===== config.mk =====
export PLATFORM = sky130hd
export DESIGN_NAME = i2s_tdm_tx_flat
export DESIGN_NICKNAME = d
export VERILOG_FILES = /design/src/rtl/i2s_pkg.sv /design/src/rtl/i2s_tdm_tx_if.sv /design/src/rtl/i2s_frame_fifo.sv /design/src/rtl/i2s_tdm_tx.sv /design/src/flat_wrapper.sv
export SDC_FILE = /design/constraint.sdc
export NUM_CORES = 1
export LEC_CHECK = 0
export CAP_MARGIN = 10
export CORE_ASPECT_RATIO = 0.8
export CORE_MARGIN = 1
export CORE_UTILIZATION = 29
export CTS_CLUSTER_DIAMETER = 100
export DETAILED_ROUTE_END_ITERATION = 10
export GPL_TIMING_DRIVEN = 0
export PLACE_DENSITY_LB_ADDON = 0.08
export SETUP_SLACK_MARGIN = 0.1
export SYNTH_ARGS = -nofsm -noshare
export SYNTH_HDL_FRONTEND = slang
export SYNTH_SLANG_ARGS = --single-unit

===== constraint.sdc =====
create_clock -name sclk -period 5.5 [get_ports sclk]
set_input_delay 0.825 -clock sclk [delete_from_list [all_inputs] [get_ports sclk]]
set_output_delay 0.825 -clock sclk [all_outputs]
set_load 0.01 [all_outputs]

===== src/rtl/i2s_pkg.sv =====
// ---------------------------------------------------------------------------
// i2s_pkg
// Shared encodings for the I2S / left-justified / TDM serial transmitter:
//   i2s_mode_e  : serial framing mode as seen on the mode input
//   i2s_state_e : frame sequencer state
//   mode_decode : maps the raw 2-bit mode input to a framing mode
//                 (the reserved code falls back to I2S)
// ---------------------------------------------------------------------------
package i2s_pkg;

    typedef enum logic [1:0] {
        MODE_I2S  = 2'd0,
        MODE_LJ   = 2'd1,
        MODE_TDM  = 2'd2,
        MODE_RSVD = 2'd3
    } i2s_mode_e;

    typedef enum logic {
        ST_IDLE = 1'b0,
        ST_RUN  = 1'b1
    } i2s_state_e;

    function automatic i2s_mode_e mode_decode(input logic [1:0] raw);
        case (raw)
            2'd1:    return MODE_LJ;
            2'd2:    return MODE_TDM;
            default: return MODE_I2S;
        endcase
    endfunction

endpackage


===== src/rtl/i2s_tdm_tx_if.sv =====
// ---------------------------------------------------------------------------
// i2s_tdm_tx_if
// Frame push bus into the transmitter.
//   s_data  : one frame, channel 0 in the LSBs (FRAME_DW = CHANNELS*SAMPLE_DW)
//   s_valid : source has a frame on s_data
//   s_ready : transmitter can accept a frame this cycle
// Modports: master = frame source, slave = transmitter.
// ---------------------------------------------------------------------------
interface i2s_tdm_tx_if #(
    parameter int FRAME_DW = 48
);
    logic [FRAME_DW-1:0] s_data;
    logic                s_valid;
    logic                s_ready;

    modport master (output s_data, output s_valid, input  s_ready);
    modport slave  (input  s_data, input  s_valid, output s_ready);
endinterface


===== src/rtl/i2s_frame_fifo.sv =====
// ---------------------------------------------------------------------------
// i2s_frame_fifo
// Synchronous frame FIFO with first-word-fall-through read: rd_data_o always
// shows the head entry, and rd_en_i retires it on the clock edge.
// Ports:
//   clk, rst_n     : clock, asynchronous active-low reset (empties the FIFO)
//   wr_en_i/wr_data_i : write request and data (ignored when full)
//   rd_en_i        : pop request (ignored when empty)
//   rd_data_o      : head entry
//   full_o/empty_o : status flags
//   level_o        : number of entries held
// ---------------------------------------------------------------------------
module i2s_frame_fifo #(
    parameter int WIDTH = 48,
    parameter int DEPTH = 4
) (
    input  logic                       clk,
    input  logic                       rst_n,
    input  logic                       wr_en_i,
    input  logic [WIDTH-1:0]           wr_data_i,
    input  logic                       rd_en_i,
    output logic [WIDTH-1:0]           rd_data_o,
    output logic                       full_o,
    output logic                       empty_o,
    output logic [$clog2(DEPTH+1)-1:0] level_o
);
    localparam int AW = (DEPTH > 1) ? $clog2(DEPTH) : 1;
    localparam int LW = $clog2(DEPTH + 1);

    logic [WIDTH-1:0] mem_q [DEPTH];
    logic [AW-1:0]    wr_ptr_q, wr_ptr_d;
    logic [AW-1:0]    rd_ptr_q, rd_ptr_d;
    logic [LW-1:0]    level_q,  level_d;
    logic             wr_fire, rd_fire;

    assign full_o    = (level_q == LW'(DEPTH));
    assign empty_o   = (level_q == '0);
    assign level_o   = level_q;
    assign rd_data_o = mem_q[rd_ptr_q];

    assign wr_fire = wr_en_i && !full_o;
    assign rd_fire = rd_en_i && !empty_o;

    always_comb begin
        wr_ptr_d = wr_ptr_q;
        rd_ptr_d = rd_ptr_q;
        level_d  = level_q;
        // DEPTH is a power of two, so pointer wrap is the natural overflow.
        if (wr_fire) wr_ptr_d = wr_ptr_q + AW'(1);
        if (rd_fire) rd_ptr_d = rd_ptr_q + AW'(1);
        if (wr_fire && !rd_fire)      level_d = level_q + LW'(1);
        else if (rd_fire && !wr_fire) level_d = level_q - LW'(1);
    end

    always_ff @(posedge clk) begin
        if (wr_fire) mem_q[wr_ptr_q] <= wr_data_i;
    end

    always_ff @(posedge clk or negedge rst_n) begin
        if (!rst_n) begin
            wr_ptr_q <= '0;
            rd_ptr_q <= '0;
            level_q  <= '0;
        end else begin
            wr_ptr_q <= wr_ptr_d;
            rd_ptr_q <= rd_ptr_d;
            level_q  <= level_d;
        end
    end
endmodule


===== src/rtl/i2s_tdm_tx.sv =====
// ---------------------------------------------------------------------------
// i2s_tdm_tx
// Serial audio transmitter for I2S, left-justified and TDM/DSP framing.
// Frames are pushed into a small FIFO and serialized MSB first, one slot of
// SLOT_DW bit clocks per channel, each sample left-aligned in its slot.
// Ports:
//   sclk       : bit clock (rising edge)
//   rst_n      : asynchronous active-low reset
//   enable     : start/stop transmission; a running frame always completes
//   mode       : 0=I2S, 1=LJ, 2=TDM, 3=I2S; sampled only when a frame loads
//   s_bus      : frame push handshake (s_data/s_valid/s_ready)
//   lrclk      : word select (I2S/LJ) or one-cycle frame sync (TDM)
//   sdata      : serial data
//   underrun   : one-cycle pulse when a frame load found the FIFO empty
//   fifo_level : frames buffered
// Output timing: the edge that loads a frame also registers bit position 0,
// so the first frame bit is on sdata for the cycle following the load edge.
// ---------------------------------------------------------------------------
module i2s_tdm_tx
    import i2s_pkg::*;
#(
    parameter int SAMPLE_DW  = 24,
    parameter int SLOT_DW    = 32,
    parameter int CHANNELS   = 2,
    parameter int FIFO_DEPTH = 4
) (
    input  logic                            sclk,
    input  logic                            rst_n,
    input  logic                            enable,
    input  logic [1:0]                      mode,
    i2s_tdm_tx_if.slave                     s_bus,
    output logic                            lrclk,
    output logic                            sdata,
    output logic                            underrun,
    output logic [$clog2(FIFO_DEPTH+1)-1:0] fifo_level
);
    localparam int FRAME_DW = CHANNELS * SAMPLE_DW;
    localparam int BW       = $clog2(SLOT_DW);
    localparam int CW       = $clog2(CHANNELS);

    i2s_state_e          state_q;
    i2s_mode_e           mode_q,  mode_d;
    logic [BW-1:0]       bit_q,   bit_d;
    logic [CW-1:0]       slot_q,  slot_d;
    logic [FRAME_DW-1:0] frame_q, frame_d;
    logic                sdata_q, sdata_d;
    logic                lrclk_q, lrclk_d;
    logic                underrun_q, underrun_d;

    logic                last_bit, frame_end, load, run_d;
    logic                fifo_full, fifo_empty, fifo_push, fifo_pop;
    logic [FRAME_DW-1:0] fifo_head;

    logic [SLOT_DW-1:0]  slot_word [CHANNELS];
    logic [SLOT_DW-1:0]  shifted_word;
    logic [CW-1:0]       slot_lead;
    logic                lj_now, lj_lead, tdm_sync, last_bit_d;

    // ---------------- frame buffer ----------------
    assign fifo_push     = s_bus.s_valid && !fifo_full;
    assign s_bus.s_ready = !fifo_full;

    i2s_frame_fifo #(
        .WIDTH (FRAME_DW),
        .DEPTH (FIFO_DEPTH)
    ) u_fifo (
        .clk       (sclk),
        .rst_n     (rst_n),
        .wr_en_i   (fifo_push),
        .wr_data_i (s_bus.s_data),
        .rd_en_i   (fifo_pop),
        .rd_data_o (fifo_head),
        .full_o    (fifo_full),
        .empty_o   (fifo_empty),
        .level_o   (fifo_level)
    );

    // ---------------- position / frame next state ----------------
    always_comb begin
        last_bit   = (bit_q == BW'(SLOT_DW - 1));
        frame_end  = last_bit && (slot_q == CW'(CHANNELS - 1));
        load       = enable && ((state_q == ST_IDLE) || frame_end);
        run_d      = load || ((state_q == ST_RUN) && !frame_end);
        // An empty load never bypasses a same-cycle push: it sends silence.
        fifo_pop   = load && !fifo_empty;
        underrun_d = load && fifo_empty;

        frame_d = frame_q;
        mode_d  = mode_q;
        bit_d   = bit_q;
        slot_d  = slot_q;
        if (load) begin
            frame_d = fifo_empty ? '0 : fifo_head;
            mode_d  = mode_decode(mode);
            bit_d   = '0;
            slot_d  = '0;
        end else if (state_q == ST_RUN) begin
            if (frame_end) begin
                bit_d  = '0;
                slot_d = '0;
            end else if (last_bit) begin
                bit_d  = '0;
                slot_d = slot_q + CW'(1);
            end else begin
                bit_d  = bit_q + BW'(1);
            end
        end
    end

    // Each slot word holds its sample left-aligned with zero padding below.
    for (genvar gi = 0; gi < CHANNELS; gi++) begin : gen_slot
        assign slot_word[gi] = SLOT_DW'(frame_d[gi*SAMPLE_DW +: SAMPLE_DW]) << (SLOT_DW - SAMPLE_DW);
    end

    // ---------------- output bit / word select for the next position ----------------
    always_comb begin
        shifted_word = slot_word[slot_d] << bit_d;
        last_bit_d   = (bit_d == BW'(SLOT_DW - 1));
        slot_lead    = slot_d;
        if (last_bit_d) begin
            slot_lead = (slot_d == CW'(CHANNELS - 1)) ? '0 : slot_d + CW'(1);
        end
        lj_now   = (slot_d    >= CW'(CHANNELS / 2));
        lj_lead  = (slot_lead >= CW'(CHANNELS / 2));   // I2S leads data by one bit
        tdm_sync = last_bit_d && (slot_d == CW'(CHANNELS - 1));

        sdata_d = run_d && shifted_word[SLOT_DW-1];
        case (mode_d)
            MODE_LJ:  lrclk_d = run_d && lj_now;
            MODE_TDM: lrclk_d = run_d && tdm_sync;
            default:  lrclk_d = run_d && lj_lead;
        endcase
    end

    // ---------------- sequencer with registered outputs ----------------
    always_ff @(posedge sclk or negedge rst_n) begin
        if (!rst_n) begin
            state_q    <= ST_IDLE;
            mode_q     <= MODE_I2S;
            bit_q      <= '0;
            slot_q     <= '0;
            frame_q    <= '0;
            sdata_q    <= 1'b0;
            lrclk_q    <= 1'b0;
            underrun_q <= 1'b0;
        end else begin
            case (state_q)
                ST_IDLE: if (load)                 state_q <= ST_RUN;
                ST_RUN:  if (frame_end && !enable) state_q <= ST_IDLE;
            endcase
            mode_q     <= mode_d;
            bit_q      <= bit_d;
            slot_q     <= slot_d;
            frame_q    <= frame_d;
            sdata_q    <= sdata_d;
            lrclk_q    <= lrclk_d;
            underrun_q <= underrun_d;
        end
    end

    assign sdata    = sdata_q;
    assign lrclk    = lrclk_q;
    assign underrun = underrun_q;
endmodule


===== src/flat_wrapper.sv =====
// flat-port wrapper written by rule: the top's interface ports become plain ports
module i2s_tdm_tx_flat import i2s_pkg::*;
#(
    parameter int SAMPLE_DW  = 24,
    parameter int SLOT_DW    = 32,
    parameter int CHANNELS   = 2,
    parameter int FIFO_DEPTH = 4
)
  (sclk, rst_n, enable, mode, lrclk, sdata, underrun, fifo_level, s_bus_s_data, s_bus_s_valid, s_bus_s_ready);
  i2s_tdm_tx_if s_bus_i ();
  input  logic sclk;
  input  logic rst_n;
  input  logic enable;
  input  logic [1:0] mode;
  output logic lrclk;
  output logic sdata;
  output logic underrun;
  output logic [$clog2(FIFO_DEPTH+1)-1:0] fifo_level;
  input wire logic [$bits(s_bus_i.s_data)-1:0] s_bus_s_data;
  input wire logic [$bits(s_bus_i.s_valid)-1:0] s_bus_s_valid;
  output wire logic [$bits(s_bus_i.s_ready)-1:0] s_bus_s_ready;
  assign s_bus_i.s_data = s_bus_s_data;
  assign s_bus_i.s_valid = s_bus_s_valid;
  assign s_bus_s_ready = s_bus_i.s_ready;
  i2s_tdm_tx #(.SAMPLE_DW(SAMPLE_DW), .SLOT_DW(SLOT_DW), .CHANNELS(CHANNELS), .FIFO_DEPTH(FIFO_DEPTH)) u_core (.sclk(sclk), .rst_n(rst_n), .enable(enable), .mode(mode), .s_bus(s_bus_i), .lrclk(lrclk), .sdata(sdata), .underrun(underrun), .fifo_level(fifo_level));
endmodule

== After elaboration in Yosys (flattened, before gate mapping) ==
Memories as Yosys holds them, arrays and structs flattened.
Cells that the tools add are included.
Operators by class
  multiplexer cells: 25
  bitwise gates (word level): 2
  eq/ne operators: 7
  $lt $le $gt $ge: 3
  reduce and logical (&&, ||, !) cells: 26
  shifts and indexed selects: 1
  add/subtract/negate cells: 7
Operators with widths (count)
  $mux 32: 3
  $mux 48: 2
  $shl 32x5->32: 1
  $mux 5: 4
  $logic_and 1x1->1: 16
  $eq 5x5->1 const B: 2
  $mux 1: 10
  $logic_not 1->1: 6
  $mux 3: 2
  $add 5x1->5 const B: 1
  $add 2x1->2 const B: 2
  $eq 2x1->1 const B: 2
  $eq 2x2->1 const B: 2
  $pmux 1 s2: 2
  $pmux 2 s2: 1
  $add 3x1->3 const B: 1
  $eq 3x3->1 const B: 1
  $logic_not 3->1: 1
  $sub 3x1->3 const B: 1
  $add 1x1->1 const B: 2
  $ge 1x1->1 const B: 2
  $ge 2x2->1 const B: 1
  $logic_or 1x1->1: 2
  $mux 2: 1
  3 further kinds: 3
Word-level totals
  logic and storage cells: 83
  output and inout port bits: 7
  flip-flop bits (word level): 67
  memories: 1
  memory bits (writable): 192
Memory list
  u_core.u_fifo.mem_q: words 4, width 48, read ports 1, clocked after Yosys merged registers in 0, write ports 1, RTL line i2s_frame_fifo.sv:30  | logic [WIDTH-1:0] mem_q [DEPTH];

== Longest topological paths before layout ==
Gate-level depths: netlist (run 1).
  depth after elaboration: 11
  depth in mapped cells: 15
  mapped depth without buffers: 13

== Cells and area by module ==
From an unflattened synthesis (run 1), not the netlist that was laid out.
Unflattened totals
  cell total of the unflattened synthesis: 640
  area, all modules: 10707.8 um^2
Modules (own cells, without submodules)
  i2s_frame_fifo: instances 1, seq. area each 5940.7 um^2, cells an instance 287, area an instance 7410.9 um^2
  i2s_tdm_tx: instances 1, seq. area each 1501.4 um^2, cells an instance 353, area an instance 3296.9 um^2

== Worst setup path before layout (run 1) ==
OpenSTA, ideal clock, no wires.
  path kind: reg2reg
  start point: register u_core.bit_q[0]
  end point: register u_core.u_fifo.level_q[2], in the netlist u_core.u_fifo.level_o[2]
  clock period less this slack: 2992 ps
  arrival: 2913 ps
  stages on the path, launching flop included: 16
  required time: 5421 ps
  path slack: 2508 ps
  cells stage by stage: dfrtp_1 -> ha_1 -> and3_1 -> ha_1 -> ha_1 -> nand2b_1 -> and3_1 -> buf_6 -> buf_6 -> inv_1 -> ha_1 -> inv_1 -> fa_1 -> xor2_1 -> nor2_1 -> xor2_1
Between the ends
  longest elaborated chain between the ends: 9
  elaborated cells on any way between the ends: 11
  classes of those cells: 1 x eq/ne; 1 x mux; 9 x reduce/logical
RTL lines
  start, declared: RTL line i2s_tdm_tx.sv:43  | logic [BW-1:0] bit_q, bit_d;
  start signal, assigned: RTL line i2s_tdm_tx.sv:152  | bit_q <= bit_d;
  $eq 5x5->1 (*): RTL line i2s_tdm_tx.sv:80  | last_bit = (bit_q == BW'(SLOT_DW - 1));
  $logic_and 1x1->1 (*): RTL line i2s_tdm_tx.sv:81  | frame_end = last_bit && (slot_q == CW'(CHANNELS - 1));
  $logic_or 1x1->1 (*): RTL line i2s_tdm_tx.sv:82  | load = enable && ((state_q == ST_IDLE) || frame_end);
  $logic_and 1x1->1 (*): RTL line i2s_tdm_tx.sv:82
  $logic_and 1x1->1 (*): RTL line i2s_tdm_tx.sv:85  | fifo_pop = load && !fifo_empty;
  $logic_and 1x1->1 (*): RTL line i2s_frame_fifo.sv:42  | assign rd_fire = rd_en_i && !empty_o;
  $logic_not 1->1: RTL line i2s_frame_fifo.sv:51  | if (wr_fire && !rd_fire) level_d = level_q + LW'(1);
  $logic_and 1x1->1: RTL line i2s_frame_fifo.sv:51
  $mux 3 or $reduce_bool 2->1 (tied branches)
  end signal, assigned: RTL line i2s_frame_fifo.sv:67  | level_q <= level_d;
  end, declared: RTL line i2s_frame_fifo.sv:33  | logic [LW-1:0] level_q, level_d;
Mark *: on every way between the ends. The rest lies on a longest branch, timed or not.
A chain may end at the register's enable or synchronous reset.

== Final worst setup path (run 1) ==
  start point: register u_core.bit_q[0]
  end point: register u_core.lrclk_q, in the netlist u_core.lrclk
Between the ends
  elaborated cells on any way between the ends: 30
  classes of those cells: 2 x add/sub; 2 x order compare; 4 x eq/ne; 12 x mux; 10 x reduce/logical
RTL lines
  $eq 5x5->1 (*): RTL line i2s_tdm_tx.sv:80
  $logic_and 1x1->1 (*): RTL line i2s_tdm_tx.sv:81
  $logic_or 1x1->1 (*): RTL line i2s_tdm_tx.sv:82
  $logic_and 1x1->1 (*): RTL line i2s_tdm_tx.sv:82
  $mux 2 (*): RTL line i2s_tdm_tx.sv:92  | if (load) begin
  net u_core.mode_d[1]: RTL line i2s_tdm_tx.sv:42  | i2s_mode_e mode_q, mode_d;
  $eq 2x2->1 or $eq 2x1->1 (tied branches): RTL line i2s_tdm_tx.sv:128  | case (mode_d)
  $pmux 1 s2 (*): RTL line i2s_tdm_tx.sv:128
  net u_core.lrclk_d: RTL line i2s_tdm_tx.sv:47  | logic lrclk_q, lrclk_d;
  end signal, assigned: RTL line i2s_tdm_tx.sv:156  | lrclk_q <= lrclk_d;
  end, declared: RTL line i2s_tdm_tx.sv:47
The timed path passes the listed nets; every way through them passes the cells marked *.

==> metrics.txt, run 1 <==
WL final=23.8 mm; Post-CTS Resized=0; Hold Fails Final Rpt=0; htree depth=1; post-layout min period=3470 ps; Seq/Total Area, Yosys=0.722; total placed cells including tap cells=approximately 1100; crit start category=flop; power per cell area=between 400 and 500 nW/um2; share of power burned in registers=0.479; Tightest Pin Transition=882 ps; TritonCTS buffer count=29; slew margin rel.=0.412; Max stage delay on crit path=500 ps; routed via count=between 5000 and 6000; Post-DRT Antenna Nets=0; Critical Path, Cell by Cell=ha_1 -> and3_1 -> ha_1 -> ha_1 -> nand2b_1 -> nand2_1 -> buf_2 -> buf_1 -> o21ai_0 -> ha_1 -> a22oi_1 -> o21ai_0 -> and2_1; RSZ-0062 raised after global routing=false; GRT Residual Overflow=0; Total Neg Setup Slack=0 ps; Top FF cell, synth=edfxtp_1; first-pass GRT wire length=36.4 mm; cell-internal power=4.05 mW; CTS Hold Buffers Added=0; Placer Congestion=0.866; final non-filler cell total=1148; commonest cells in the netlist=192 x edfxtp_1, 67 x dfrtp_1, 47 x mux4_2, 38 x a22o_1, 17 x inv_1; Avg WL per Cell=20.7 um; Max Root-Sink Buffers=3; final-stage net count=719; WP buf/inv=2; Combinational Power Share=0.202; FP Rows=61; Post-Place Cell Area=11500 um2; total track usage=0.137; number of synthesized flops with an enable pin=192; Syn-to-layout area delta=20.2%; Synth async-reset ratio=0.259; Clock Latency Late Sink=550 ps; top-count cell post-synth=edfxtp_1; Worst R2R Setup Slack=2030 ps; CTS root buf=clkbuf_16; Worst-path clk slew=60 ps; Max Cap Viol=0; Sink Count=259; ANT cells=0; Mapped Area=between 10000 and 15000 um2; DR vias/cell=4.72; post-synthesis register bit count=259; VDD IR max=just over 0.2 mV; Max FO, Critical Path=10; Initial Util=0.295; DRT Pass-1 Iters=4; IO Count=61; post-synth top area share=0.560; Worst Path Required=just under 6000 ps; Clk pwr share=0.319; Mean Syn Cell Area=18.3 um2; status=finished, final reports clean; Synth area leader=edfxtp_1; share of layout cells above drive strength 1=0.191; slowest CP cell=buf_1; pin count of the biggest net entering global routing=68; Synth area leaders=edfxtp_1 56%, dfrtp_1 16%, mux4_2 10%; pre-CTS setup slack=slightly below 2000 ps; Sw Share=0.274; DRC Markers=0; final instance area=around 12000 um2; Detail Placement HPWL=15.3 mm; CTS tree=built; Die Span Y=171 um; initial antenna violation count=0; Critical Path AT=3910 ps; WHS=378 ps; fmax=0.288 GHz; setup violators final=0; Die W=~210 um; P_sw=1.53 mW; Yosys warnings=0; Hold Path Class=in2async; post-CTS setup buffer count=0; Leak Pwr=around 4.4 nW; initial DRC count=402; max-slew violations=0; Worst Clk Skew=11.9 ps; CP dominant cell by count=ha_1; die area=36300 um2; Synth cell types=57; Synth Instances=roughly 560; CP top delay family=adder cells; port buffer count=60; vias in the first global route=a little under 6000; kind of end point of the critical path=flop; Final Cycle Share=0.631; slack of the critical path=2030 ps; core area=34900 um2; Crit Path Category=reg2reg; Mapped Nets=628
## stage by stage
| stage | util | total power, mW |
|---|---|---|
| global route | 0.355 | 5.86 |
| detailed placement | 0.330 | 3.88 |
| global placement | 0.330 | 3.85 |
| CTS | 0.355 | 5.68 |
| floorplan | - | 3.40 |
| finish | 0.355 | 5.57 |
## final timing paths
kind	start	endpoint	cells past startpoint
worst max-delay path	u_core.bit_q[0]$_DFF_PN0_	u_core.lrclk$_DFF_PN0_	13
worst min-delay path	rst_n	u_core.u_fifo.level_o[2]$_DFFE_PN0P_	1
worst max register to register	u_core.bit_q[0]$_DFF_PN0_	u_core.lrclk$_DFF_PN0_	13
worst min register to register	u_core.frame_q[20]$_DFF_PN0_	u_core.frame_q[20]$_DFF_PN0_	1
max in group asynchronous	rst_n	u_core.frame_q[27]$_DFF_PN0_	1
min in group sclk	u_core.frame_q[20]$_DFF_PN0_	u_core.frame_q[20]$_DFF_PN0_	1
## registers in the layout, summed over array words and instances (netlist names), 2 cells and up
register                count
u_core.u_fifo.wr_ptr_q      2
u_core.u_fifo.mem_q       192
u_core.u_fifo.level_o       3
u_core.u_fifo.rd_ptr_q      2
u_core.mode_q               2
u_core.bit_q                5
u_core.frame_q             48
## power by group through the flow
stage          Combinational, mW  Clock [mW]  Sequential, mW
3_5_place_dp                1.17           0            2.71
2_1_floorplan              0.726           0            2.67
6_report                    1.13        1.78            2.67
3_3_place_gp                1.14           0            2.72
5_1_grt                     1.24        1.91            2.70
4_1_cts                     1.17        1.84            2.67
## cells by family after synthesis
group	count (synthesis)	share of synthesized area
flops	259	0.722
buf+inv	52	0.0259
xor+xnor	8	0.00680
mux	57	0.113
compound gates	105	0.0782
simple gates	69	0.0380
fa+ha+maj	12	0.0153
## final cells by class
cell class                      instances  area [um2]
Clock inverter                         22         139
Fill cell                            3308       22500
Clock buffer                           32         737
Sequential cell                       259        7440
Multi-Input combinational cell        251        2610
Tap cell                              472         591
Timing Repair Buffer                   60         598
Buffer                                 34         199
Inverter                               18        67.6
## worst register-to-register path: cells and delay by family, from the launching register on
kind	cells	cell delay, ps
fa+ha+maj	4	990
buf+inv	2	730
simple gates	4	700
compound gates	3	540
flops	1	410
## metal layers
metal,vias up,part of all wire,track usage
met2,122,0.45,0.210
met4,0,0.019,0.0332
li1,2449,-,-
met5,-,0,0
met3,35,0.045,0.0268
met1,2809,0.49,0.199
## placed cells by master (no fill, tap or decap), types with 5 or more instances in the layout
cell,Yosys,routed
buf_6,5,5
clkbuf_1,11,14
mux2i_1,5,5
a22o_1,38,38
clkinv_1,0,8
clkinv_2,0,8
xnor2_1,5,5
nand2_1,16,16
o21ai_0,13,13
o21a_1,5,5
nor3_1,7,7
clkbuf_16,0,29
a21oi_1,12,12
dfrtp_1,67,67
nand3_1,5,5
buf_2,14,14
mux4_2,47,47
edfxtp_1,192,192
clkdlybuf4s50_1,0,59
and4_1,10,10
nor2_1,8,8
ha_1,11,11
inv_1,17,17
Power figures use the tool's default switching activity.
==> run 2: changes to the inputs <==
clock period = 3 ns   (was 5.5 ns; I/O delays follow)
==> run 2 against run 1 <==
Compared with the run above: die area stayed put; routed wire length barely moved; non-clock buffer count rose by 10; sequential share of layout area decreased by 2.4 points; largest power group unchanged.
==> metrics.txt, run 2 (synthesis gave the netlist of run 1 again) <==
status=finished, final reports clean; Worst-path clk slew=60 ps (about the same); pin count of the biggest net entering global routing=68 (unchanged); total design power=10.8 mW (+94%); initial DRC count=271 (-33%); Post-DRT Antenna Nets=0 (unchanged); Hold Fails Final Rpt=0 (unchanged); VDD IR max=0.402 mV (+98%); Placer Congestion=0.866 (about the same); r2r startpoint=u_core.bit_q[1]$_DFF_PN0_; Tightest Pin Transition=883 ps (+1.27 ps); power per cell area=837 nW/um2 (+86%); Die W=213 um (unchanged); cell-internal power=7.98 mW (+97%); Sw Share=0.262 (-0.0119); post-layout min period=2860 ps (-611 ps); routed via count=5434 (+0.35%); Worst Path Required=3420 ps (-2520 ps); Util after Layout=0.370 (+0.0147); Crit Path Category=reg2reg; kind of end point of the critical path=flop; DRT Pass-1 Iters=4 (unchanged); Clk pwr share=0.351 (+0.032); Final Cycle Share=0.953 (+0.322); port buffer count=60 (unchanged); Combinational Power Share=0.196 (-0.006); biggest regs=u_core.u_fifo.mem_q: 192 flops, u_core.frame_q: 48 flops, u_core.bit_q: 5 flops; commonest non-fill, non-tap cells in the layout=192 x edfxtp_1, 67 x dfrtp_1, 59 x clkdlybuf4s50_1; first-pass GRT wire length=35.9 mm (-1.4%); max-slew violations=0 (unchanged); Avg WL per Cell=20.5 um (-0.93%); setup violators final=0 (unchanged); P_sw=2.83 mW (+85%); Post-Place Cell Area=11500 um2 (about the same); CTS root buf=clkbuf_16; fmax=0.350 GHz (+21%); vias in the first global route=5830 (-0.44%); ANT cells=0 (unchanged); CTS tree=built; Worst Clk Skew=13.8 ps (+1.90 ps); total track usage=0.135 (-0.00229); commonest non-fill, non-tap cell in the layout=edfxtp_1; Leak Pwr=4.57 nW (+4.2%); FP Rows=61 (unchanged); Largest Register=u_core.u_fifo.mem_q; IO Count=61 (unchanged); final-stage net count=729 (+1.4%); worst reg-to-reg path cell count=13 (unchanged); core area=34900 um2 (unchanged); Critical Path AT=3280 ps (-630 ps); Initial Util=0.295 (unchanged); Worst R2R Setup Slack=140 ps (-1890 ps); TritonCTS buffer count=29 (unchanged); CTS Hold Buffers Added=0 (unchanged); htree depth=1 (unchanged); DR vias/cell=4.69 (-0.52%); initial antenna violation count=0 (unchanged); Max FO, Critical Path=5 (-5); Max Root-Sink Buffers=3 (unchanged); Syn-to-layout area delta=25.2%; crit start category=flop; Hold Path Class=in2async; final instance area=12900 um2 (+4.1%); Sink Count=259 (unchanged); final non-filler cell total=1158 (+0.87%); DRC Markers=0 (unchanged); share of layout cells above drive strength 1=0.268 (+0.0774); Clock Latency Late Sink=550 ps (about the same); slew margin rel.=0.411 (-0.000848); Largest register FFs=192 (unchanged); GRT Residual Overflow=0 (unchanged); share of power burned in registers=0.452 (-0.027); die area=36300 um2 (unchanged); WL final=23.8 mm (about the same); Die Span Y=171 um (unchanged); Detail Placement HPWL=14.9 mm (-2.3%); RSZ-0062 raised after global routing=true; r2r endpoint=u_core.sdata$_DFF_PN0_; Critical Path Source=u_core.bit_q[1]$_DFF_PN0_; total placed cells including tap cells=1094 (unchanged); Max Cap Viol=0 (unchanged)
## run 2: critical path, cell delays in order (launching register included)
cell and delay (ps):
dfrtp_1 420, ha_4 180, and3_4 180, ha_4 160
ha_4 180, nand2b_4 160, and3_4 180, buf_8 130
buf_4 140, a22o_1 230, a221oi_1 300, o21a_1 210
nor4_1 70, and4_4 200
## run 2: worst max-delay path by stage
stage | endpoint | slack [ps] | depth (start not counted)
2_1_floorplan | u_core.u_fifo.level_o[2]$_DFFE_PN0P_ | 130 | 15
3_3_place_gp | u_core.frame_q[24]$_DFF_PN0_ | -830 | 1
3_5_place_dp | u_core.lrclk$_DFF_PN0_ | -520 | 13
4_1_cts | u_core.lrclk$_DFF_PN0_ | 110 | 14
5_1_grt | u_core.sdata$_DFF_PN0_ | 50 | 12
6_report | u_core.sdata$_DFF_PN0_ | 140 | 13
## run 2: power by group through the flow
stage,Combinational (mW),Clock [mW],Sequential [mW]
2_1_floorplan,1.33,0,4.89
3_3_place_gp,2.09,0,4.98
3_5_place_dp,2.14,0,4.97
4_1_cts,2.16,3.90,4.90
5_1_grt,2.33,4.03,4.96
6_report,2.12,3.80,4.89
## run 2: final cells by class
| class | count | area (um2) |
|---|---|---|
| buffer | 34 | 253 |
| clock buffer | 34 | 774 |
| clock inverter | 20 | 264 |
| fill | 3255 | 22000 |
| inverter | 18 | 80.1 |
| multi-input combinational | 251 | 2800 |
| sequential | 259 | 7440 |
| tap | 472 | 591 |
| timing repair buffer | 70 | 691 |
## run 2: layer usage
metal | share of wire | GRT usage
met1 | 0.48 | 0.191
met2 | 0.46 | 0.213
met3 | 0.042 | 0.0239
met4 | 0.021 | 0.0338
met5 | 0 | 0
## run 2: through the flow
stage | setup slack [ps] | TNS, ps | hold slack, ps
floorplan | 125 | 0 | 154
global placement | -834 | -211160 | 463
detailed placement | -517 | -5860 | 467
CTS | 107 | 0 | 42.8
global route | 50.0 | 0 | 76.0
finish | 141 | 0 | 8.75
## run 2: timing repair
action	CTS	global route
endpoints found under the hold margin	0	0
cloned	0	1
gates resized for setup	23	44
setup endpoints to repair	35	4
setup buffers	2	7
pin swaps	1	8
==> run 3: changes to the inputs <==
DONT_BUFFER_PORTS = 1   (was default)
==> run 3 against run 2 <==
Compared with the run above: clock power fell by 3%; total power shrank 1.6%; register-to-register slack barely moved; count of clock-buffer cells in the layout rose by 6; sequential cell count did not move; largest cell class unchanged.
==> metrics.txt, run 3 (synthesis gave the netlist of run 1 again) <==
status=finished, final reports clean; Largest Register=u_core.u_fifo.mem_q; Multi-input gate area=2790 um2 (-0.36%); total track usage=0.137 (+0.00214); htree depth=1 (unchanged); port buffer count=0 (-100%); DR vias/cell=4.79 (+2.1%); Max Root-Sink Buffers=3 (unchanged); Worst Clk Skew=13.2 ps (-0.572 ps); WL final=24.3 mm (+2.0%); FILL cells=3267 (+0.37%); Placer Congestion=0.883 (+2.0%); core area=34900 um2 (unchanged); Hold Startpoint=mode[1]; post-layout min period=2870 ps (+6.18 ps); TritonCTS buffer count=29 (unchanged); slack of the critical path=135 ps (-6.18 ps); final non-filler cell total=1147 (-0.95%); vias in the first global route=5694 (-2.3%); biggest regs=u_core.u_fifo.mem_q: 192 flops, u_core.frame_q: 48 flops, u_core.bit_q: 5 flops; final instance area=12800 um2 (-1.1%); Leak Pwr=4.52 nW (-1.1%); r2r startpoint=u_core.bit_q[0]$_DFF_PN0_; setup violators final=0 (unchanged); Largest register FFs=192 (unchanged); worst reg-to-reg path cell count=13 (unchanged); hold endpoint=u_core.mode_q[1]$_DFF_PN0_; Detail Placement HPWL=15.1 mm (+0.92%); FF/Latch Area=7440 um2 (unchanged); Sink Count=259 (unchanged); Worst-path clk slew=60 ps (about the same); r2r endpoint=u_core.sdata$_DFF_PN0_; CTS tree=built; routed via count=5497 (+1.2%); fmax=0.349 GHz (-0.22%); Post-Place Cell Area=10900 um2 (-5.2%); Avg WL per Cell=21.1 um (+2.9%); initial antenna violation count=2 (+2); initial DRC count=308 (+14%); power per cell area=834 nW/um2 (-0.46%); kind of end point of the critical path=flop; Max FO, Critical Path=11 (+6); final-stage net count=719 (-1.4%); IO Count=61 (unchanged); Clock Latency Late Sink=560 ps (about the same); Final Cycle Share=0.955 (+0.00206); max-slew violations=0 (unchanged); Syn-to-layout area delta=23.8%; Util after Layout=0.366 (-0.00405); RSZ-0062 raised after global routing=true; VDD IR max=0.457 mV (+14%); slew margin rel.=0.422 (+0.0107); Hold Fails Final Rpt=0 (unchanged); total placed cells including tap cells=1034 (-5.5%); pre-CTS setup slack=-461 ps (+55.9 ps); DRT Pass-1 Iters=4 (unchanged); GRT Residual Overflow=0 (unchanged); crit start category=flop; Critical Path AT=3310 ps (+30 ps); Worst R2R Setup Slack=130 ps (about the same); Initial Util=0.295 (unchanged); Max Cap Viol=0 (unchanged); Tightest Pin Transition=867 ps (-16.1 ps); ANT cells=0 (unchanged); DRC Markers=0 (unchanged); CTS root buf=clkbuf_16; commonest non-fill, non-tap cell in the layout=edfxtp_1; pin count of the biggest net entering global routing=68 (unchanged); Worst Hold Depth=2; Die W=213 um (unchanged); share of layout cells above drive strength 1=0.256 (-0.0119); FP Rows=61 (unchanged); Die Span Y=171 um (unchanged); Hold Path Class=in2reg; Crit Path Category=reg2reg; Worst Path Required=3440 ps (+20 ps); first-pass GRT wire length=36.2 mm (+0.86%); commonest non-fill, non-tap cells in the layout=192 x edfxtp_1, 67 x dfrtp_1, 49 x dlygate4sd3_1; die area=36300 um2 (unchanged); Post-DRT Antenna Nets=0 (unchanged)
[run 3: cell types whose count changed in the layout (fill, tap and decap cells not counted), sizes merged]
cell / delta
clkbuf: +4
clkinv: -4
bufinv: -1
clkdlybuf4s50: -59
dlygate4sd3: +49
clkinvlp: -2
buf: +2
[run 3: worst max-delay path by stage]
stage | slack (ps) | end | start | depth (start not counted)
global placement | -610 | u_core.u_fifo.mem_q[2][27]$_DFFE_PP_ | u_core.u_fifo.level_o[0]$_DFFE_PN0P_ | 3
CTS | 80 | u_core.lrclk$_DFF_PN0_ | u_core.bit_q[0]$_DFF_PN0_ | 14
floorplan | 130 | u_core.u_fifo.level_o[2]$_DFFE_PN0P_ | u_core.bit_q[0]$_DFF_PN0_ | 15
detailed placement | -460 | u_core.lrclk$_DFF_PN0_ | u_core.bit_q[0]$_DFF_PN0_ | 13
global route | 40 | u_core.sdata$_DFF_PN0_ | u_core.bit_q[0]$_DFF_PN0_ | 13
finish | 130 | u_core.sdata$_DFF_PN0_ | u_core.bit_q[0]$_DFF_PN0_ | 13
[run 3: power by group]
group	internal, mW	switching [mW]
Combinational	0.904	1.14
Sequential	4.65	0.255
Clock	2.27	1.42
Total	7.82	2.81
[run 3: timing repair]
action,4_1_cts,5_1_grt
endpoints found under the setup margin,34,4
gates cloned,0,1
resized for setup,23,43
hold buffers,50,0
setup buffers,2,7
pin swaps,1,7
endpoints found under the hold margin,259,0
[run 3: worst max-delay path, stage by stage, from the launching register on]
cell and delay (ps):
dfrtp_1 380, ha_2 210, and3_4 210, ha_4 160
ha_4 170, nand2_1 80, a32oi_2 270, inv_1 150
buf_4 220, a211oi_2 230, o22ai_1 110, nor3_1 170
nand4_1 140, and4_4 240
[run 3: stage by stage]
step                      TNS, ps  power (mW)  hold WS (ps)
final                           0        10.6          90.3
after global routing            0        11.2           101
after CTS                       0        10.8           109
after detailed placement    -5490        6.94           156
after global placement    -118850        6.92           156
after floorplan                 0        6.23           154
[run 3: cell type report]
class	count	area share
well taps	472	0.0463
repair buffers	60	0.0479
clock inverters	13	0.0163
flip-flops and latches	259	0.583
plain buffers	34	0.0192
inverters	18	0.00628
multi-input cells	251	0.219
clock buffers	40	0.0617
[run 3: layer usage]
| layer | GRT usage | vias to the layer above | wire (um) |
|---|---|---|---|
| li1 | - | 2460 | - |
| met1 | 0.193 | 2856 | 11400 |
| met2 | 0.206 | 137 | 11000 |
| met3 | 0.0318 | 44 | 1060 |
| met4 | 0.0457 | 0 | 772 |
| met5 | 0 | - | 0 |
